[config.mk]
export PLATFORM = sky130hd
export DESIGN_NAME = pc_sequencer
export DESIGN_NICKNAME = d
export VERILOG_FILES = /design/src/rtl/core_pkg.sv /design/src/rtl/pc_sequencer_npc_calc.sv /design/src/rtl/pc_sequencer.sv
export SDC_FILE = /design/constraint.sdc
export NUM_CORES = 1
export LEC_CHECK = 0
export ABC_AREA = 1
export BUFFER_PORTS_ARGS = -buffer_cell sky130_fd_sc_hd__buf_2
export CORE_MARGIN = 4
export CORE_UTILIZATION = 40
export DETAILED_ROUTE_END_ITERATION = 8
export GPL_TIMING_DRIVEN = 0
export PLACE_DENSITY = 0.6
export REMOVE_ABC_BUFFERS = 1
export SLEW_MARGIN = 10
export SYNTH_ARGS = -nofsm -noshare
export SYNTH_HDL_FRONTEND = slang
export SYNTH_SLANG_ARGS = --single-unit
[constraint.sdc]
create_clock -name clk -period 4.2 [get_ports clk]
set_input_delay 0 -clock clk [delete_from_list [all_inputs] [get_ports clk]]
set_output_delay 0 -clock clk [all_outputs]
set_load 0.01 [all_outputs]
[src/rtl/core_pkg.sv]
// Shared core types and constants for the fetch/next-PC path.
// Imported by the sequencer and its next-PC helper.
package core_pkg;

    typedef enum logic [1:0] {
        IDLE  = 2'd0,
        FETCH = 2'd1,
        EXEC  = 2'd2
    } state_t;

    localparam int INSTR_W     = 32;
    localparam int PC_INC      = 4;
    localparam int JR_LINK_REG = 31;

endpackage

[src/rtl/pc_sequencer_npc_calc.sv]
// Combinational next-PC selection: jr, jump, taken branch, pc+4.
// Also flags a jr target whose low two bits are nonzero.
module npc_calc
    import core_pkg::*;
(
    input  logic [31:0] pc,
    input  logic [25:0] instr_lo,
    input  logic        jump,
    input  logic        branch,
    input  logic        nequal,
    input  logic        jr,
    input  logic        bclt,
    input  logic        alu_zero,
    input  logic        fp_cond,
    input  logic [31:0] rs_data,
    output logic [31:0] next_pc,
    output logic        misalign
);

    logic [31:0] pc4;
    logic [31:0] br_off;
    logic        taken;

    assign pc4 = pc + 32'(PC_INC);
    assign br_off = {{14{instr_lo[15]}}, instr_lo[15:0], 2'b00};
    assign taken = (branch & (alu_zero ^ nequal))
                 | (bclt & fp_cond);
    assign misalign = jr & (rs_data[1:0] != 2'b00);

    // Several selects may be high at once; the first one wins.
    always_comb begin
        next_pc = pc4;
        priority case (1'b1)
            jr:      next_pc = {rs_data[31:2], 2'b00};
            jump:    next_pc = {pc4[31:28], instr_lo, 2'b00};
            taken:   next_pc = pc4 + br_off;
            default: next_pc = pc4;
        endcase
    end

endmodule

[src/rtl/pc_sequencer.sv]
// Instruction fetch FSM and PC/instr/retire state for the MIPS core.
// Next-PC selection is delegated to npc_calc.
module pc_sequencer
    import core_pkg::*;
#(
    parameter logic [31:0] RESET_PC = 32'h0000_0000
) (
    input  logic               clk,
    input  logic               rst_n,
    output logic               imem_req,
    output logic [31:0]        imem_addr,
    input  logic               imem_ack,
    input  logic [31:0]        imem_rdata,
    output logic [INSTR_W-1:0] instr,
    output logic               instr_valid,
    input  logic               exec_stall,
    input  logic               jump,
    input  logic               branch,
    input  logic               nequal,
    input  logic               jr,
    input  logic               jal,
    input  logic               bclt,
    input  logic               alu_zero,
    input  logic               fp_cond,
    input  logic [31:0]        rs_data,
    output logic [31:0]        link_pc,
    output logic [31:0]        pc,
    output logic [31:0]        retire_cnt,
    output logic               addr_err
);

    state_t      state;
    state_t      state_nx;
    logic        commit;
    logic        fetch_done;
    logic [31:0] next_pc;
    logic        misalign;

    // jal only steers the register-file write, not the fetch path.
    logic unused_jal;
    assign unused_jal = jal;

    assign fetch_done = (state == FETCH) & imem_ack;
    assign commit     = (state == EXEC) & ~exec_stall;

    always_ff @(posedge clk or negedge rst_n) begin
        if (!rst_n) state <= IDLE;
        else        state <= state_nx;
    end

    always_comb begin
        state_nx = state;
        unique case (state)
            IDLE:    state_nx = FETCH;
            FETCH:   if (imem_ack) state_nx = EXEC;
            EXEC:    if (!exec_stall) state_nx = FETCH;
            default: state_nx = IDLE;
        endcase
    end

    always_comb begin
        imem_req    = (state == FETCH);
        instr_valid = (state == EXEC);
    end

    always_ff @(posedge clk or negedge rst_n) begin
        if (!rst_n) begin
            pc         <= RESET_PC;
            instr      <= '0;
            retire_cnt <= '0;
            addr_err   <= 1'b0;
        end else begin
            if (fetch_done) instr <= imem_rdata;
            if (commit) begin
                pc         <= next_pc;
                retire_cnt <= retire_cnt + 32'd1;
                if (misalign) addr_err <= 1'b1;
            end
        end
    end

    assign imem_addr = pc;
    assign link_pc   = pc + 32'(PC_INC);

    npc_calc u_npc (
        .pc       (pc),
        .instr_lo (instr[25:0]),
        .jump     (jump),
        .branch   (branch),
        .nequal   (nequal),
        .jr       (jr),
        .bclt     (bclt),
        .alu_zero (alu_zero),
        .fp_cond  (fp_cond),
        .rs_data  (rs_data),
        .next_pc  (next_pc),
        .misalign (misalign)
    );

endmodule

==> results of run 1 <==
[stage by stage]
step	hold WS (ns)	area, sq um	instances	setup slack, ns
floorplan	-0.296	7860	1184	1.18
global placement	0.189	9350	1685	0.387
detailed placement	-0.0715	9420	1687	0.341
CTS	0.00139	10300	1765	0.309
global route	0.0422	10300	1765	0.0271
finish	0.00483	10300	1765	0.502
[registers in the layout (all words and copies together), names as in the netlist]
register,cells
addr_err,1
state,2
instr,32
imem_addr,30
retire_cnt,32
[cells by family (layout without fill, tap and decap cells)]
family | Yosys count | after routing | share of synthesized area, %
muxes | 31 | 31 | 4.26
DFF | 97 | 97 | 29.6
buffers and inverters | 220 | 474 | 11.8
xor gates and xnor gates | 47 | 47 | 5.02
adders and majority gates | 38 | 38 | 5.89
other | 1 | 6 | 0.0458
AOI/OAI and AO/OA | 112 | 112 | 7.86
and+or+nand+nor | 690 | 690 | 35.5
[cell usage in the layout (no fill, tap or decap), types with 30 or more instances in the layout]
cell type,synthesis,routed
nand2_1,408,407
buf_2,4,230
inv_1,160,159
nor2_1,139,136
dfrtp_1,97,97
nand3_1,80,80
dlygate4sd3_1,0,62
a21oi_1,50,50
ha_1,37,37
mux2_2,31,31
o21ai_0,30,30
[power groups by stage]
| stage | combinational [mW] | clock, mW | sequential [mW] |
|---|---|---|---|
| global route | 5.64 | 0.920 | 1.83 |
| global placement | 4.83 | 0 | 1.77 |
| CTS | 4.96 | 0.880 | 1.77 |
| finish | 4.98 | 0.860 | 1.77 |
| detailed placement | 4.89 | 0 | 1.78 |
| floorplan | 3.10 | 0 | 1.85 |
[what timing repair did]
| action | CTS | global route |
|---|---|---|
| endpoints found under the setup margin | 0 | 3 |
| endpoints found under the hold margin | 156 | 0 |
| resized for setup | 0 | 2 |
| hold buffers | 62 | 0 |
[layout make-up]
cell class              count  area (sq um)  area share, %
clock buffers              10           239           2.31
repair buffers            295          1840           17.8
multi-input cells         924          4830           46.7
flip-flops and latches     97          2430           23.5
clock inverters             6          56.3          0.544
inverters                 163           612           5.92
well taps                 270           338           3.27
[worst max-delay path, stage by stage, from the launching register on]
cell,delay [ns]
dfrtp_1,0.49
ha_1,0.30
nand2_1,0.11
nor2_2,0.23
inv_1,0.13
nor2_2,0.21
nand2_1,0.07
nand2_1,0.13
inv_1,0.09
ha_1,0.34
nand2_1,0.16
inv_1,0.05
nand2_1,0.06
nand2_1,0.08
a21oi_1,0.21
nand2_1,0.21
nand2_1,0.13
nand2_1,0.05
nand2_1,0.05
nand3_1,0.06
nand2_1,0.21
nand2_1,0.08
nand2_1,0.08
nand2_1,0.04
[path summary, 6_finish.rpt]
path | from | to | slack (ns) | depth (start not counted)
worst min register to register | addr_err$_DFFE_PN0P_ | addr_err$_DFFE_PN0P_ | 0.48 | 1
worst max register to register | imem_addr[3]$_DFFE_PN0P_ | imem_addr[19]$_DFFE_PN0P_ | 0.50 | 23
min in group asynchronous | rst_n | instr[31]$_DFFE_PN0P_ | 0.11 | 2
worst max-delay path | imem_addr[3]$_DFFE_PN0P_ | imem_addr[19]$_DFFE_PN0P_ | 0.50 | 23
max in group asynchronous | rst_n | imem_addr[27]$_DFFE_PN0P_ | 3.43 | 3
worst min-delay path | rs_data[29] | imem_addr[29]$_DFFE_PN0P_ | 0.005 | 3
[routing by layer]
metal  share of wire (%)  vias to the layer above  global-route usage [%]
li1                    -                     4389                       -
met3                 5.0                       46                    3.29
met1                  45                     4063                    34.4
met5                   0                        -                       0
met4                 2.4                        0                    8.11
met2                  47                      261                    42.8
==> key figures, run 1 <==
Floorplan
  – Rows: between 50 and 60
  – Full die area: between 20000 and 25000 sq um
  – Core area: slightly above 20000 sq um
  – Die H: 151 um
  – Initial Utilization: around two fifths
  – Io pins: approximately 240
  – Die Wd: ~150 um

Logic synthesis
  – Post-Syn Instances: 1236
  – Ys async rst share: between 90% and 100%
  – Primary FF master, synth: dfrtp_1
  – Synth Area per Inst: 6.63 sq um
  – Synth Warn #: 0
  – Post-synth EDFFs: 0
  – Mapped cell area: ~8200 sq um
  – Top post-synthesis cells by area: dfrtp_1 30%, nand2_1 19%, inv_1 7.3%, nor2_1 6.4%, ha_1 5.6%
  – Synth top area share: between 20% and 30%
  – Count leader, synth: nand2_1
  – Register bit count reported by yosys: 97
  – Number of library cell types mapped by synthesis: 47
  – Yosys top cell by area: dfrtp_1
  – Register area share after synthesis: 29.6%
  – Top cells by instance count after synthesis: 408 x nand2_1, 160 x inv_1, 139 x nor2_1

Power
  – Seq pwr share: 23.2%
  – NetSw: 4.04 mW
  – Cell-internal power: about 3.6 mW
  – Combinational cell fraction of total power: between 60% and 70%
  – Lkg Pwr: between 5 and 6 nW
  – Net Sw Frac: 53.1%
  – Clock share of power: a little under an eighth
  – VDD IR max: 0.408 mV
  – Pwr Total: around 7.6 mW
  – Pwr Density: around 740 nW/um^2

Timing
  – Max-slew violations: 0
  – RSZ-0062 raised after global routing: no
  – Rel. slew slack: between 30% and 40%
  – Final Setup Violations: 0
  – Final Hold Fails: 0
  – Slew @ Worst Pin: approximately 1.0 ns
  – Final period utilization: approximately nine tenths
  – Post-Route Setup TNS: 0 ns
  – Peak Freq: approximately 0.27 GHz
  – Setup Skew: between 0.01 and 0.015 ns
  – Period minus WS final: ~3.7 ns

Clock tree
  – Clk_lat worst skew: approximately 0.36 ns
  – CTS tree: built
  – Clock Pin Slew Worst Setup and Hold Paths: roughly 0.080 ns
  – CTS H-tree lvls: 3
  – Max Buffers Root-to-Sink: 2
  – Postcts setup bufs: 0
  – Root Buffer: clkbuf_16
  – Clock buffer count from CTS: 9
  – Clock sink count: 97

GRT
  – First-pass GRT wire length: about 46000 um
  – Vias in the first global route: slightly below 9000
  – Total track usage: around 26%
  – Initial antenna violation count: 0
  – Pin count of the biggest net entering global routing: 64
  – Grt total ovfl: 0

Run status
  – Outcome: completed

Finish
  – Layout cell share with drive strength beyond 1: between 20% and 30%
  – FILL cells: about 2100
  – Final Util: ~51%
  – # diodes: 0
  – Nets: between 1500 and 2000
  – Synth-to-layout area growth: 26.2%

Critical path
  – Crit end category: register
  – Maximum net fanout on the critical path: 7
  – WP data required: between 4 and 5 ns
  – Worst EP arrival: between 3 and 4 ns
  – Startpoint Class: register
  – Worst setup path class: register to register

Drt
  – Drt via density: 4.96
  – DR iter-0 viols: about 490
  – Wire per inst: approximately 16 um
  – Vias: about 9000
  – Final ANT Viol Nets: 0
  – DR DRC count: 0
  – Drt pass-1 iters: 7
  – Routed WL: 28600 um

Hold path
  – Worst Hold Class: input pin to register

Placed design
  – IO buf count: roughly 230
  – Detail Placement HPWL: 22400 um
  – Gpl congestion: roughly 0.97

Run
  – Max Cap Violations: 0
(Power assumes the default switching activity.)
==> run 2: changes to the inputs <==
Settings changed: ABC_AREA 1 to 0, PLACE_DENSITY 0.6 to 0.62.
==> run 2 against run 1 <==
Effect of this change:
- fmax fell by 7.5%
- final area fell by 12%
- total power fell by 4.8%
- highest routed layer is now met5
==> key figures, run 2 <==
Finish
  – Nets: 1143 (-29%)
  – Sequential cell area: 2430 sq um (+0.10%)
  – Cell Count, Final, Fillers Out: 1259 (-29%)
  – Layout cell share with drive strength beyond 1: 30.1% (+9.5 points)
  – # diodes: 0 (unchanged)
  – Commonest cells after routing, fill and taps aside: 230 x buf_2, 95 x dfrtp_1, 75 x nand2_1
  – Most common cell after layout, fill and taps aside: buf_2
  – Synth-to-layout area growth: 29.9%
  – Area of the multi-input gates: 4220 sq um (-13%)
  – FILL cells: 1603 (-23%)

Drt
  – Drt pass-1 iters: 5 (-2)
  – DR DRC count: 0 (unchanged)
  – DR iter-0 viols: 491 (+1.2%)
  – Vias: 6766 (-23%)
  – Routed WL: 22300 um (-22%)
  – Final ANT Viol Nets: 0 (unchanged)
  – Drt via density: 5.37 (+8.3%)
  – Wire per inst: 17.7 um (+9.2%)

Timing
  – Peak Freq: 0.250 GHz (-7.5%)
  – Period minus WS final: 4.00 ns (+0.299 ns)
  – Max-slew violations: 0 (unchanged)
  – Slew @ Worst Pin: 1.13 ns (+0.0917 ns)
  – Setup Skew: 0.00728 ns (-0.00405 ns)
  – Post-Route Setup TNS: 0 ns (unchanged)
  – Final Hold Fails: 0 (unchanged)
  – Final period utilization: 95.2% (+7.1 points)
  – Rel. slew slack: 24.5% (-6.1 points)
  – RSZ-0062 raised after global routing: no
  – Final Setup Violations: 0 (unchanged)

Power
  – Seq pwr share: 24.2% (+1.0 points)
  – Lkg Pwr: 4.47 nW (-21%)
  – Pwr Density: 792 nW/um^2 (+7.7%)
  – NetSw: 3.51 mW (-13%)
  – Net Sw Frac: 48.5% (-4.6 points)
  – Clock share of power: 11.7% (+0.4 points)
  – Cell-internal power: 3.73 mW (+4.6%)
  – Combinational cell fraction of total power: 64.0% (-1.5 points)
  – VDD IR max: 0.400 mV (-1.9%)
  – Pwr Total: 7.24 mW (-4.8%)

Critical path
  – Crit end category: register
  – Buf+Inv Stages, Crit Path: 3 (unchanged)
  – Slowest stage delay, CP: 0.45 ns (-0.04 ns)
  – CP cell instances: ha_2 -> nand4_1 -> buf_4 -> nor4_4 -> buf_4 -> buf_4 -> xor2_1 -> ha_1 -> a21o_1 -> a21o_1 -> a221oi_1 -> o31ai_2 -> o311ai_2 -> a21oi_1 -> or4_1 -> nand3_1
  – Most common cell on crit path: buf_4
  – WP data required: 4.50 ns (+0.05 ns)
  – Maximum net fanout on the critical path: 7 (unchanged)
  – Startpoint Class: register
  – Worst path slowest cell: dfrtp_2
  – Worst setup path class: register to register
  – Reg2reg start: imem_addr[2]$_DFFE_PN0P_
  – Setup crit start: imem_addr[2]$_DFFE_PN0P_
  – Worst EP arrival: 4.30 ns (+0.35 ns)
  – CP top delay family: compound AO/OA/AOI/OAI gates

Floorplan
  – Core area: 17300 sq um (-14%)
  – Rows: 48 (-7.7%)
  – Full die area: 19800 sq um (-13%)
  – Die Wd: 141 um (-6.9%)
  – Io pins: 239 (unchanged)
  – Die H: 141 um (-6.9%)
  – Initial Utilization: 40.7% (+0.065 points)

GRT
  – Vias in the first global route: 6528 (-25%)
  – Total track usage: 22.3% (-3.2 points)
  – Initial antenna violation count: 1 (+1)
  – Grt total ovfl: 0 (unchanged)
  – Pin count of the biggest net entering global routing: 55 (-14%)
  – First-pass GRT wire length: 35500 um (-22%)

Clock tree
  – Root Buffer: clkbuf_16
  – Max Buffers Root-to-Sink: 2 (unchanged)
  – Clk_lat worst skew: 0.36 ns (about the same)
  – Clock buffer count from CTS: 9 (unchanged)
  – CTS tree: built
  – CTS H-tree lvls: 3 (unchanged)
  – Clock sink count: 97 (unchanged)
  – Clock Pin Slew Worst Setup and Hold Paths: 0.08 ns (about the same)

Hold path
  – Hold path start: rs_data[28]
  – Worst Hold Class: input pin to register

Logic synthesis
  – Primary FF master, synth: dfrtp_1
  – Register bit count reported by yosys: 97 (unchanged)
  – Mapped cell area: 7040 sq um (-14%)
  – Post-Syn Instances: 786 (-36%)
  – Count leader, synth: dfrtp_1
  – Top post-synthesis cells by area: dfrtp_1 34%, xnor2_1 6.7%, ha_1 6.6%, mux2_2 5.1%, nand2_1 4.0%
  – Synth Warn #: 0 (unchanged)
  – Synth top area share: 34.5% (+4.9 points)
  – Ys async rst share: 100% (unchanged)
  – Number of library cell types mapped by synthesis: 69 (+47%)
  – Top cells by instance count after synthesis: 97 x dfrtp_1, 75 x nand2_1, 66 x nor2_1
  – Synth Area per Inst: 8.96 sq um (+35%)
  – Post-synth EDFFs: 0 (unchanged)
  – Yosys top cell by area: dfrtp_1
  – Register area share after synthesis: 34.5% (+4.9 points)

Placed design
  – IO buf count: 231 (unchanged)
  – Detail Placement HPWL: 16300 um (-27%)
  – DP Cell Count: 1180 (-30%)
  – Gpl congestion: 0.874 (-10%)

Run
  – Max Cap Violations: 0 (unchanged)

Run status
  – Outcome: completed
run 2: cell types whose count changed in the layout (fill, tap and decap cells not counted), sizes merged, moves of 14 or more:
cell,before,now
nor2,149,67
a31oi,0,14
a21o,5,28
and3,1,21
nand2,412,76
xnor2,21,55
inv,166,12
nand3,82,37
run 2: per-layer routing:
layer  part of all wire [%]  GRT usage [%]  up-vias
li1                       -              -     3278
met1                     44           29.9     3244
met2                     49           37.4      215
met3                    5.5           3.87       27
met4                    1.6           6.22        2
met5                  0.031              0        -
run 2: cell type report:
type                    instances  area share, %
well taps                     225           3.08
flip-flops and latches         97           26.6
clock buffers                   9           2.46
repair buffers                299           20.6
multi-input cells             613           46.1
clock inverters                 7          0.794
inverters                       9          0.369
run 2: logic make-up (layout without fill, tap and decap cells):
| kind of cell | count (synthesis) | count (layout) | share of synthesized area (%) |
|---|---|---|---|
| simple gates | 266 | 266 | 18.4 |
| compound gates | 185 | 185 | 17.8 |
| flops | 97 | 97 | 34.5 |
| buf+inv | 81 | 324 | 6.29 |
| xor+xnor | 80 | 80 | 10.1 |
| fa+ha+maj | 38 | 38 | 6.86 |
| mux | 38 | 38 | 5.97 |
| other cells | 1 | 6 | 0.0533 |
run 2: power groups by stage:
stage / sequential [mW] / combinational, mW / clock, mW
finish: 1.75 / 4.64 / 0.849
global route: 1.82 / 5.09 / 0.910
CTS: 1.74 / 4.59 / 0.859
global placement: 1.75 / 4.46 / 0
detailed placement: 1.76 / 4.52 / 0
floorplan: 1.86 / 2.94 / 0
run 2: path summary, 6_finish.rpt:
kind                                         endpoint  slack, ns  depth (start not counted)
min                         imem_addr[28]$_DFFE_PN0P_      0.002                          5
min in group asynchronous       instr[27]$_DFFE_PN0P_       0.15                          2
max                         imem_addr[28]$_DFFE_PN0P_       0.20                         16
max in group asynchronous  retire_cnt[22]$_DFFE_PN0P_       3.42                          3
min reg2reg                      addr_err$_DFFE_PN0P_       0.47                          1
max reg2reg                 imem_addr[28]$_DFFE_PN0P_       0.20                         16
run 2: timing repair:
| item | 4_1_cts | 5_1_grt |
|---|---|---|
| hold endpoints to repair | 143 | 0 |
| cloned | 0 | 0 |
| setup buffers | 2 | 1 |
| pin swaps | 1 | 0 |
| gates resized for setup | 0 | 6 |
| hold buffers | 60 | 0 |
| endpoints found under the setup margin | 1 | 8 |
run 2: worst reg2reg max path, cell delays in order, from the launching register on:
cell and delay [ns]:
dfrtp_2 0.45, ha_2 0.25, nand4_1 0.11, buf_4 0.18, nor4_4 0.25, buf_4 0.19
buf_4 0.11, xor2_1 0.25, ha_1 0.37, a21o_1 0.20, a21o_1 0.18, a221oi_1 0.32
o31ai_2 0.17, o311ai_2 0.26, a21oi_1 0.12, or4_1 0.42, nand3_1 0.10
run 2: per-stage QoR:
step           util, %  instance area [sq um]  hold WS (ns)  worst slack [ns]
4_1_cts           52.7                   9110       0.00646            0.0398
3_3_place_gp      46.8                   8090         0.197            0.0330
2_1_floorplan        -                   6650        -0.296             0.575
6_report          52.9                   9150       0.00206             0.203
3_5_place_dp      47.4                   8200       -0.0281            0.0229
5_1_grt           52.9                   9150        0.0414            0.0298
==> run 3: changes to the inputs <==
Settings changed: CORE_UTILIZATION 40 to 56, PLACE_DENSITY 0.62 to 0.84.
==> run 3 against run 2 <==
Effect of this change:
- sequential power about the same
- non-clock buffer count down 3
- clock skew increased by 0.0036 ns
- sequential share of layout area up 0.22 points
- cell count shrank 4.8%
- clock-buffer cell count unchanged
- register-to-register slack is essentially flat
- global-route usage is 9.9 points higher
- largest cell class unchanged
- combinational power grew 2%
- sequential cell count did not move
- fmax is 0.12% higher
==> key figures, run 3 (synthesized netlist as in run 2, its figures left out) <==
Finish
  – Synth-to-layout area growth: 28.8%
  – Layout cell share with drive strength beyond 1: 30.2% (+0.088 points)
  – FILL cells: 841 (-48%)
  – Commonest cells after routing, fill and taps aside: 230 x buf_2, 96 x dfrtp_1, 75 x nand2_1
  – Most common cell after layout, fill and taps aside: buf_2
  – Sequential cell area: 2430 sq um (about the same)
  – # diodes: 0 (unchanged)
  – Area of the multi-input gates: 4230 sq um (+0.30%)
  – Nets: 1140 (-0.26%)

Hold path
  – Worst Hold Depth: 4 (-1)
  – Worst Hold Class: input pin to register

Drt
  – Drt pass-1 iters: 7 (+2)
  – DR iter-0 viols: 566 (+15%)
  – Drt via density: 6.13 (+14%)
  – Routed WL: 23700 um (+6.4%)
  – Wire per inst: 19.8 um (+12%)
  – DR DRC count: 0 (unchanged)
  – Final ANT Viol Nets: 0 (unchanged)
  – Vias: 7344 (+8.5%)

Critical path
  – Startpoint Class: register
  – Slowest stage delay, CP: 0.50 ns (+0.05 ns)
  – Maximum net fanout on the critical path: 8 (+1)
  – Crit end category: register
  – Crit path to: imem_addr[31]$_DFFE_PN0P_
  – WP data required: 4.49 ns (about the same)
  – Worst R2R Path Depth: 16 (unchanged)
  – End of the worst register-to-register path: imem_addr[31]$_DFFE_PN0P_
  – Worst path slowest cell: dfrtp_1
  – FF-to-FF setup slack: 0.21 ns (about the same)
  – CP cell instances: nand4_1 -> nor2_2 -> nand4_1 -> inv_1 -> nand2_1 -> xnor2_1 -> ha_1 -> a21o_1 -> a21oi_1 -> o21ai_0 -> a41oi_2 -> buf_4 -> o211ai_2 -> a21o_1 -> a211o_1 -> nand3_1
  – Worst EP arrival: 4.28 ns (-0.02 ns)
  – Reg2reg start: imem_addr[7]$_DFFE_PN0P_
  – Setup crit start: imem_addr[7]$_DFFE_PN0P_
  – Worst setup path class: register to register

Timing
  – Final Setup Violations: 0 (unchanged)
  – Peak Freq: 0.250 GHz (+0.12%)
  – Post-Route Setup TNS: 0 ns (unchanged)
  – Final period utilization: 95.0% (-0.11 points)
  – RSZ-0062 raised after global routing: no
  – Rel. slew slack: 26.4% (+1.9 points)
  – Slew @ Worst Pin: 1.10 ns (-0.0281 ns)
  – Final Hold Fails: 0 (unchanged)
  – Setup Skew: 0.0108 ns (+0.00356 ns)
  – Period minus WS final: 3.99 ns (-0.00476 ns)
  – Max-slew violations: 0 (unchanged)

GRT
  – Pin count of the biggest net entering global routing: 52 (-5.5%)
  – Grt total ovfl: 0 (unchanged)
  – First-pass GRT wire length: 37500 um (+5.8%)
  – Initial antenna violation count: 1 (unchanged)
  – Vias in the first global route: 7416 (+14%)
  – Total track usage: 32.3% (+9.9 points)

Power
  – Lkg Pwr: 4.48 nW (+0.29%)
  – Pwr Density: 825 nW/um^2 (+4.2%)
  – VDD IR max: 0.554 mV (+38%)
  – Pwr Total: 7.48 mW (+3.3%)

Placed design
  – IO buf count: 231 (unchanged)
  – Detail Placement HPWL: 15700 um (-4.0%)
  – Gpl congestion: 0.914 (+4.5%)

Clock tree
  – Clock Pin Slew Worst Setup and Hold Paths: 0.08 ns (about the same)
  – CTS H-tree lvls: 3 (unchanged)
  – CTS tree: built
  – Max Buffers Root-to-Sink: 2 (unchanged)
  – Clock sink count: 97 (unchanged)
  – Clock buffer count from CTS: 9 (unchanged)
  – Clk_lat worst skew: 0.36 ns (about the same)
  – Root Buffer: clkbuf_16

Floorplan
  – Die Wd: 120 um (-15%)
  – Io pins: 239 (unchanged)
  – Initial Utilization: 57.9% (+17 points)
  – Full die area: 14400 sq um (-27%)
  – Rows: 40 (-17%)
  – Core area: 12200 sq um (-30%)
  – Die H: 120 um (-15%)

Run status
  – Outcome: completed

Run
  – Max Cap Violations: 0 (unchanged)
-- run 3: cell types whose count changed in the layout (fill, tap and decap cells not counted), sizes merged --
cell,previous run,this run
dlygate4sd3,60,57
bufinv,0,2
clkinv,3,2
clkinvlp,1,0
-- run 3: layout make-up --
cell class                 count  area share (%)
inverter                       9           0.373
tap                          168            2.32
timing repair buffer         296            20.2
clock buffer                   9            2.48
multi-input combinational    613            46.7
clock inverter                 7            1.20
sequential                    97            26.8
-- run 3: critical path: cells and delay by family, from the launching register on --
family,cells,cell delay [ns]
AND/OR/NAND/NOR,5,0.99
adder cells (fa/ha/maj),1,0.40
flip-flops,1,0.50
buffers and inverters,2,0.31
XOR/XNOR,1,0.42
AO/OA/AOI/OAI,7,1.32
-- run 3: worst min path at each step --
stage,startpoint,end
6_report,rs_data[26],imem_addr[26]$_DFFE_PN0P_
2_1_floorplan,rst_n,addr_err$_DFFE_PN0P_
4_1_cts,rs_data[29],imem_addr[29]$_DFFE_PN0P_
3_5_place_dp,rst_n,instr[28]$_DFFE_PN0P_
5_1_grt,rs_data[17],imem_addr[17]$_DFFE_PN0P_
3_3_place_gp,imem_ack,state[0]$_DFFE_PN0P_
-- run 3: metrics by stage --
stage          hold slack (ns)  area, sq um  util (%)  std cells  worst slack, ns
6_report                0.0225         9060      74.5       1199            0.208
5_1_grt                 0.0265         9060      74.5       1199          0.00349
4_1_cts                 0.0129         9010      74.1       1196           0.0644
3_5_place_dp            0.0654         8090      66.6       1122           0.0557
3_3_place_gp             0.191         8020      65.9       1118           0.0973
2_1_floorplan           -0.296         6650         -        719            0.575
-- run 3: report_power, final --
group	internal [mW]	leakage [nW]	switching, mW
Combinational	2.07	3.11	2.68
Sequential	1.26	1.21	0.524
Clock	0.536	0.164	0.415
Total	3.86	4.48	3.62
-- run 3: routing by layer --
| layer | track usage [%] | up-vias | share of wire (%) |
|---|---|---|---|
| met4 | 14.3 | 2 | 3.7 |
| li1 | - | 3281 | - |
| met2 | 55.8 | 466 | 50 |
| met5 | 0 | - | 0.051 |
| met1 | 38.9 | 3500 | 37 |
| met3 | 6.17 | 95 | 9.1 |
-- run 3: what timing repair did --
action,4_1_cts,5_1_grt
pin swaps,1,1
setup buffers,1,3
resized for setup,1,6
endpoints found under the setup margin,1,7
hold buffers,57,0
endpoints found under the hold margin,100,0
